<file path="config.mk">
export PLATFORM = sky130hd
export DESIGN_NAME = uart_rx_flat
export DESIGN_NICKNAME = d
export VERILOG_FILES = /design/src/rtl/uart_pkg.sv /design/src/rtl/uart_rx_if.sv /design/src/rtl/uart_rx.sv /design/src/flat_wrapper.sv
export SDC_FILE = /design/constraint.sdc
export NUM_CORES = 1
export LEC_CHECK = 0
export BUFFER_PORTS_ARGS = -buffer_cell sky130_fd_sc_hd__buf_4
export CORE_ASPECT_RATIO = 2
export CORE_MARGIN = 2
export CORE_UTILIZATION = 45
export CTS_CLUSTER_SIZE = 40
export DETAILED_ROUTE_END_ITERATION = 8
export GPL_ROUTABILITY_DRIVEN = 0
export PLACE_DENSITY = 0.66
export SLEW_MARGIN = 10
export SYNTH_ARGS = -nofsm -noshare
export SYNTH_HDL_FRONTEND = slang
export SYNTH_SLANG_ARGS = --single-unit
</file>
<file path="constraint.sdc">
create_clock -name clk -period 2 [get_ports clk]
set_clock_uncertainty 0.1 [all_clocks]
set_input_delay 0.1 -clock clk [delete_from_list [all_inputs] [get_ports clk]]
set_output_delay 0.1 -clock clk [all_outputs]
set_load 0.02 [all_outputs]
</file>
<file path="src/rtl/uart_pkg.sv">
// Shared UART definitions: receiver/transmitter state encoding and bit-period math.
package uart_pkg;

    typedef enum logic [2:0] {
        IDLE,
        START,
        DATA,
        STOP,
        BREAK
    } uart_state_t;

    function automatic int unsigned clks_per_bit(input int unsigned clk_hz,
                                                 input int unsigned baud);
        return clk_hz / baud;
    endfunction

endpackage

</file>
<file path="src/rtl/uart_rx_if.sv">
// Serial line, flow-control and received-byte signals of the UART receiver.
interface uart_rx_if;
    logic       rx;
    logic       cts;
    logic       cts_sync;
    logic       rts;
    logic [7:0] data_read;
    logic       valid_byte;
    logic       error;

    modport slave (
        input  rx,
        input  cts,
        output cts_sync,
        output rts,
        output data_read,
        output valid_byte,
        output error
    );

    modport master (
        output rx,
        output cts,
        input  cts_sync,
        input  rts,
        input  data_read,
        input  valid_byte,
        input  error
    );
endinterface

</file>
<file path="src/rtl/uart_rx.sv">
// 8N1 UART receiver with mid-bit sampling, sticky framing error and break hold-off.
module uart_rx
    import uart_pkg::*;
#(
    parameter int unsigned CLK_FREQ_HZ = 12000000,
    parameter int unsigned BAUD        = 115200
) (
    input  logic      clk,
    input  logic      reset,
    uart_rx_if.slave  bus
);

    localparam int unsigned CLKS_PER_BIT = clks_per_bit(CLK_FREQ_HZ, BAUD);
    localparam int unsigned TW           = $clog2(CLKS_PER_BIT) + 1;

    typedef logic [TW-1:0] timer_t;

    localparam timer_t BIT_LAST  = timer_t'(CLKS_PER_BIT - 1);
    localparam timer_t HALF_LAST = timer_t'(CLKS_PER_BIT / 2 - 1);

    logic        rx_meta, rx_s;
    logic        cts_meta, cts_s;

    uart_state_t state, state_n;
    timer_t      timer, timer_n;
    logic [2:0]  idx, idx_n;
    logic [7:0]  shift, shift_n;
    logic [7:0]  data_q, data_n;
    logic        valid_q, valid_n;
    logic        error_q, error_n;
    logic        rts_q, rts_n;

    always_ff @(posedge clk or negedge reset) begin
        if (!reset) begin
            rx_meta  <= 1'b1;
            rx_s     <= 1'b1;
            cts_meta <= 1'b1;
            cts_s    <= 1'b1;
            state    <= IDLE;
            timer    <= '0;
            idx      <= '0;
            shift    <= '0;
            data_q   <= '0;
            valid_q  <= 1'b0;
            error_q  <= 1'b0;
            rts_q    <= 1'b1;
        end else begin
            rx_meta  <= bus.rx;
            rx_s     <= rx_meta;
            cts_meta <= bus.cts;
            cts_s    <= cts_meta;
            state    <= state_n;
            timer    <= timer_n;
            idx      <= idx_n;
            shift    <= shift_n;
            data_q   <= data_n;
            valid_q  <= valid_n;
            error_q  <= error_n;
            rts_q    <= rts_n;
        end
    end

    always_comb begin
        state_n = state;
        timer_n = timer;
        idx_n   = idx;
        shift_n = shift;
        data_n  = data_q;
        valid_n = 1'b0;
        error_n = error_q;

        case (state)
            IDLE: begin
                timer_n = '0;
                if (!rx_s) state_n = START;
            end
            START: begin
                // Re-check at the centre of the start bit to reject short glitches.
                if (timer == HALF_LAST) begin
                    timer_n = '0;
                    idx_n   = '0;
                    state_n = rx_s ? IDLE : DATA;
                end else begin
                    timer_n = timer + 1'b1;
                end
            end
            DATA: begin
                if (timer == BIT_LAST) begin
                    timer_n      = '0;
                    shift_n[idx] = rx_s;
                    if (idx == 3'd7) state_n = STOP;
                    else             idx_n   = idx + 1'b1;
                end else begin
                    timer_n = timer + 1'b1;
                end
            end
            STOP: begin
                if (timer == BIT_LAST) begin
                    timer_n = '0;
                    if (rx_s) begin
                        data_n  = shift;
                        valid_n = 1'b1;
                        error_n = 1'b0;
                        state_n = IDLE;
                    end else begin
                        error_n = 1'b1;
                        state_n = BREAK;
                    end
                end else begin
                    timer_n = timer + 1'b1;
                end
            end
            BREAK: begin
                timer_n = '0;
                if (rx_s) state_n = IDLE;
            end
            default: state_n = IDLE;
        endcase

        rts_n = (state_n == BREAK);
    end

    assign bus.data_read  = data_q;
    assign bus.valid_byte = valid_q;
    assign bus.error      = error_q;
    assign bus.rts        = rts_q;
    assign bus.cts_sync   = cts_s;

endmodule

</file>
<file path="src/flat_wrapper.sv">
// flat-port wrapper written by rule: the top's interface ports become plain ports
module uart_rx_flat import uart_pkg::*;
#(
    parameter int unsigned CLK_FREQ_HZ = 12000000,
    parameter int unsigned BAUD        = 115200
)
  (clk, reset, bus_rx, bus_cts, bus_cts_sync, bus_rts, bus_data_read, bus_valid_byte, bus_error);
  uart_rx_if bus_i ();
  input  logic clk;
  input  logic reset;
  input wire logic [$bits(bus_i.rx)-1:0] bus_rx;
  input wire logic [$bits(bus_i.cts)-1:0] bus_cts;
  output wire logic [$bits(bus_i.cts_sync)-1:0] bus_cts_sync;
  output wire logic [$bits(bus_i.rts)-1:0] bus_rts;
  output wire logic [$bits(bus_i.data_read)-1:0] bus_data_read;
  output wire logic [$bits(bus_i.valid_byte)-1:0] bus_valid_byte;
  output wire logic [$bits(bus_i.error)-1:0] bus_error;
  assign bus_i.rx = bus_rx;
  assign bus_i.cts = bus_cts;
  assign bus_cts_sync = bus_i.cts_sync;
  assign bus_rts = bus_i.rts;
  assign bus_data_read = bus_i.data_read;
  assign bus_valid_byte = bus_i.valid_byte;
  assign bus_error = bus_i.error;
  uart_rx #(.CLK_FREQ_HZ(CLK_FREQ_HZ), .BAUD(BAUD)) u_core (.clk(clk), .reset(reset), .bus(bus_i));
endmodule
</file>
== Yosys cells after proc, flatten, opt, wreduce, memory -nomap -nowiden ==
Index checks and enable logic that the tools add are counted.
Word-level totals
  register bits after elaboration: 37
  bits in latches: 0
  RAM bits: 0
  memory bits (read-only): 0
  input bits: 4
  output and inout bits: 12
  word-level logic and storage cells: 60
  memories: 0
Operators by class
  $add $sub $neg: 2
  multiply operators: 0
  div/mod/pow operators: 0
  $lt $le $gt $ge: 2
  eq/ne operators: 11
  shifts and indexed selects: 0
  mux-type cells: 23
  bitwise operators: 0
  reductions and logical operators: 10
Operators with widths (number)
  2-to-1 mux 3 bit: 10
  case mux 8 bit (3 select lines): 1
  2-to-1 mux 8 bit: 2
  case mux 3 bit (5 select lines): 1
  == test 3 bit, second input constant: 3
  adder 8 x 1 -> 8 bit, second input constant: 1
  bitwise mux 8 bit: 1
  == test 8 x 6 -> 1 bit, second input constant: 1
  == test 8 x 7 -> 1 bit, second input constant: 1
  == test 3 x 2 -> 1 bit, second input constant: 2
  case mux 3 bit (2 select lines): 1
  2-to-1 mux 1 bit: 5
  less-than comparator 3 x 4 -> 1 bit, second input constant: 1
  != test 2 x 1 -> 1 bit, second input constant: 2
  AND reduction 2 bit: 2
  AND reduction 4 bit: 1
  OR reduction 2 bit: 2
  adder 3 x 1 -> 3 bit, second input constant: 1
  demux 1 bit (select 3 bit): 1
  == test 3 x 1 -> 1 bit, second input constant: 1
  >= comparator 3 x 1 -> 1 bit, second input constant: 1
  logical NOT 3 bit: 1
  AND reduction 3 bit: 1
  nonzero test 3 bit: 1
  other kinds (4): 4

== Logic depth before layout (Yosys ltp) ==
  word-level depth: 5
  depth in mapped cells: 5
  depth with buffers taken out: 5

== Least setup slack after synthesis ==
Ideal clock, no wire load.
  kind: register to register
  from: register u_core.timer[3]
  to: register u_core.shift[3]
  library setup time: 0.127 ns
  data arrival time: 1.647 ns
  required time: 1.773 ns
  setup slack: 0.125 ns
  stages on the path, launching flop included: 6
  buffers on the path: 1
  period minus slack after synthesis: 1.875 ns
  cell sequence: dfrtp_1 > or3b_1 > buf_6 > nor4_4 > nand3_1 > mux2_1
On the way
  longest elaborated chain between the ends: 2
Ends and longest elaborated chain
  start, declared: line uart_rx.sv:25  | timer_t timer, timer_n;
  start signal, assigned: line uart_rx.sv:53  | timer <= timer_n;
  == test 8 x 7 -> 1 bit: line uart_rx.sv:88  | if (timer == BIT_LAST) begin
  AND reduction 2 bit (no source line)
  end signal, assigned: line uart_rx.sv:55  | shift <= shift_n;
  end, declared: line uart_rx.sv:27  | logic [7:0] shift, shift_n;
No other way between the ends.
A chain may end at the register's enable or synchronous reset.

== Worst setup path in the final report ==
  from: register u_core.timer[1]
  to: register u_core.shift[5]
The elaborated chain is that of the path after synthesis.

==> flow_summary.ini <==
[timing]
max_slew_margin_pct = 69.1
maxSlewViolCount = 0
layout_min_cycle_time_ns = 1.96
worst_slew_pin_slew_ns = 0.463
fmax_mhz = 510
finalHoldViolCount = 0
finalCritPeriodShare_pct = 98.1
setup_tns_ns = 0
final-setup-viol-count = 0

[cells_and_area]
post-route-util_pct = 58.5
fillers = 342
antenna_cells = 0
fin_nets = 197
fin_area_sq_um = 2250
syn_to_final_growth_pct = 25.6
drive_gt1_share_pct = 33.5

[synthesis]
syn_nets = 164
yosysSeqAreaShare_pct = 52.1
async_flop_share_pct = 100
yosys_register_bits = 37
syn_area_sq_um = 1790
netlist_top_cells_count = 32 x dfrtp_1, 16 x nand2_1, 11 x mux2_1, 11 x nor2_1, 9 x o21ai_0
synth_ff_type = dfrtp_1
yosysTopAreaCell = dfrtp_1
syn_inst = 157
synth_edf_count = 0
synth_top_area_share_pct = 44.7
ys_types = 48
synth_area_leaders = dfrtp_1 45%, dfstp_2 7.3%, mux2_1 6.9%
synth_most_common_cell = dfrtp_1
synth_warnings = 0
avgSynthCellArea_sq_um = 11.4

[global_routing]
grt_overflow = 0
grt_usage_pct = 19.1
grt_start_max_net_pins = 38
grt_pass1_vias = 1470
grt_pass1_wl_mm = 6.67
grt_antenna_before_repair = 0

[critical_path]
worstReg2RegStart = u_core.timer[1]
crit_type = reg2reg
r2r_end = u_core.shift[5]
crit_path_end_kind = register
r2r_setup_slack_ns = 0.04
cp_slowest_cell = dfrtp_1
cp-start-kind = register
crit_chain = ha_4, and4b_2, nand4_1, buf_4, nor3b_2, mux2_2
path_max_fanout = 5
reg2reg_depth = 6
cp.arrival_ns = 2.04
critPathRequiredTime_ns = 2.08
cpPeakStageDelay_ns = 0.43

[placement]
portBuffers = 15
postPlaceCellArea_sq_um = 2030
hpwl_mm = 2.73

[clocking]
numCtsBuffers = 5
cts_root_buffer = clkbuf_8
cts_sinks = 37
cts_tree = done
htreeDepth = 2
clockBufferDepth = 2
clkTransAtPathRegs_ns = 0.08
clk_latency_ns = 0.29

[routing]
first_pass_iters = 4
antenna_left = 0
via_per_inst = 5.72
drc = 0
vias = 1384
wl_per_cell_um = 16.1
wirelength_mm = 3.90
drt_iter0_markers = 35

[pwr]
p_switching_w = 0.000297
p_int_w = 0.00117
total_power_w = 0.00147
power_density_nw_per_um2 = 652
clock_power_share_pct = 46.3
seq_power_share_pct = 51.9
comb_power_share_pct = 1.8
switching_share_pct = 20.2
p_leak_nw = 1.06
vdd_drop_max_v = 0.000448

[floorplan]
start_util_pct = 46.6
dieArea_sq_um = 4530
die-height_um = 93.2
core-area_sq_um = 3840
ios = 16
placementRows = 32
die_w_um = 48.6

[outcome]
status = finished, final reports clean

[run]
cap_violations = 0

[min_path]
min_path_type = in2async
[worst max path at each step]
stage / startpoint / cells after the start / end
floorplan: u_core.timer[3] / 5 / u_core.shift[3]
global placement: u_core.timer[1] / 5 / u_core.shift[5]
detailed placement: u_core.timer[1] / 5 / u_core.shift[5]
CTS: u_core.timer[1] / 5 / u_core.shift[5]
global route: u_core.timer[1] / 6 / u_core.shift[5]
finish: u_core.timer[1] / 6 / u_core.shift[5]
[power by group through the flow]
stage	Sequential, W	Clock [W]	Combinational (W)
floorplan	0.000773	0	0.00000268
global placement	0.000774	0	0.0000228
detailed placement	0.000775	0	0.0000235
CTS	0.000761	0.000688	0.0000282
global route	0.000761	0.000717	0.0000310
finish	0.000761	0.000679	0.0000271
[final cells by class]
type                       instances  area, sq um  share of cell area [%]
clock buffer                       6         82.6                    3.67
clock inverter                     2         37.5                    1.67
inverter                           4         15.0                   0.667
multi-input combinational        110          871                    38.7
sequential                        37          932                    41.4
tap                               51         63.8                    2.84
timing repair buffer              32          248                    11.0
[worst max-delay path: cells and delay by family, from the launching register on]
kind	cells	cell delay [ns]
flip-flops	1	0.43
AND/OR/NAND/NOR	3	0.60
multiplexers	1	0.35
adder cells (fa/ha/maj)	1	0.19
buffers and inverters	1	0.18
[state kept, by name, indices dropped and copies added, names as in the netlist, 3 cells and up]
| name | flops |
|---|---|
| u_core.bus.data_read | 8 |
| u_core.shift | 8 |
| u_core.timer | 8 |
| u_core.idx | 3 |
| u_core.state | 3 |
[layer usage]
layer | global-route usage, % | routed length [um]
met1 | 18.6 | 1390
met2 | 37.7 | 2310
met3 | 3.35 | 100
met4 | 8.10 | 96
met5 | 0 | 0
[cell usage in the layout, fill, tap and decap left out, drive strengths merged, types with 2 or more instances in the layout]
cell type     n
dfrtp        32
buf          29
nand2        16
mux2         16
nor2         12
o21ai         9
clkbuf        6
dfstp         5
inv           4
nand3         4
nor3b         4
nor3          4
nand3b        3
a21oi         3
dlygate4sd3   3
nand4         3
ha            3
or3b          2
a32oi         2
a311oi        2
and4          2
or3           2
o21a          2
nor4          2
a31oi         2
a221o         2
[per-stage QoR]
| stage | hold slack, ns | std cells | worst slack (ns) |
|---|---|---|---|
| floorplan | -0.296 | 157 | 0.125 |
| global placement | -0.0207 | 229 | -0.00367 |
| detailed placement | -0.0137 | 229 | -0.00918 |
| CTS | 0.213 | 241 | 0.00983 |
| global route | 0.237 | 242 | -0.0147 |
| finish | 0.207 | 242 | 0.0384 |
[kinds of logic (layout without fill, tap and decap cells)]
logic type | after synthesis | count (layout) | share of synthesized area [%]
buf+inv | 10 | 44 | 2.58
simple gates | 63 | 63 | 22.4
mux | 17 | 17 | 10.6
flops | 37 | 37 | 52.1
fa+ha+maj | 3 | 3 | 2.10
compound gates | 27 | 27 | 10.2
[timing repair]
item                       4_1_cts  5_1_grt
hold endpoints to repair        34        0
pin swaps                        1        1
setup endpoints to repair        3       23
hold buffers                     3        0
resized for setup                1       13
setup buffers                    1        1
Note: power is estimated with default switching activity, not from simulation.
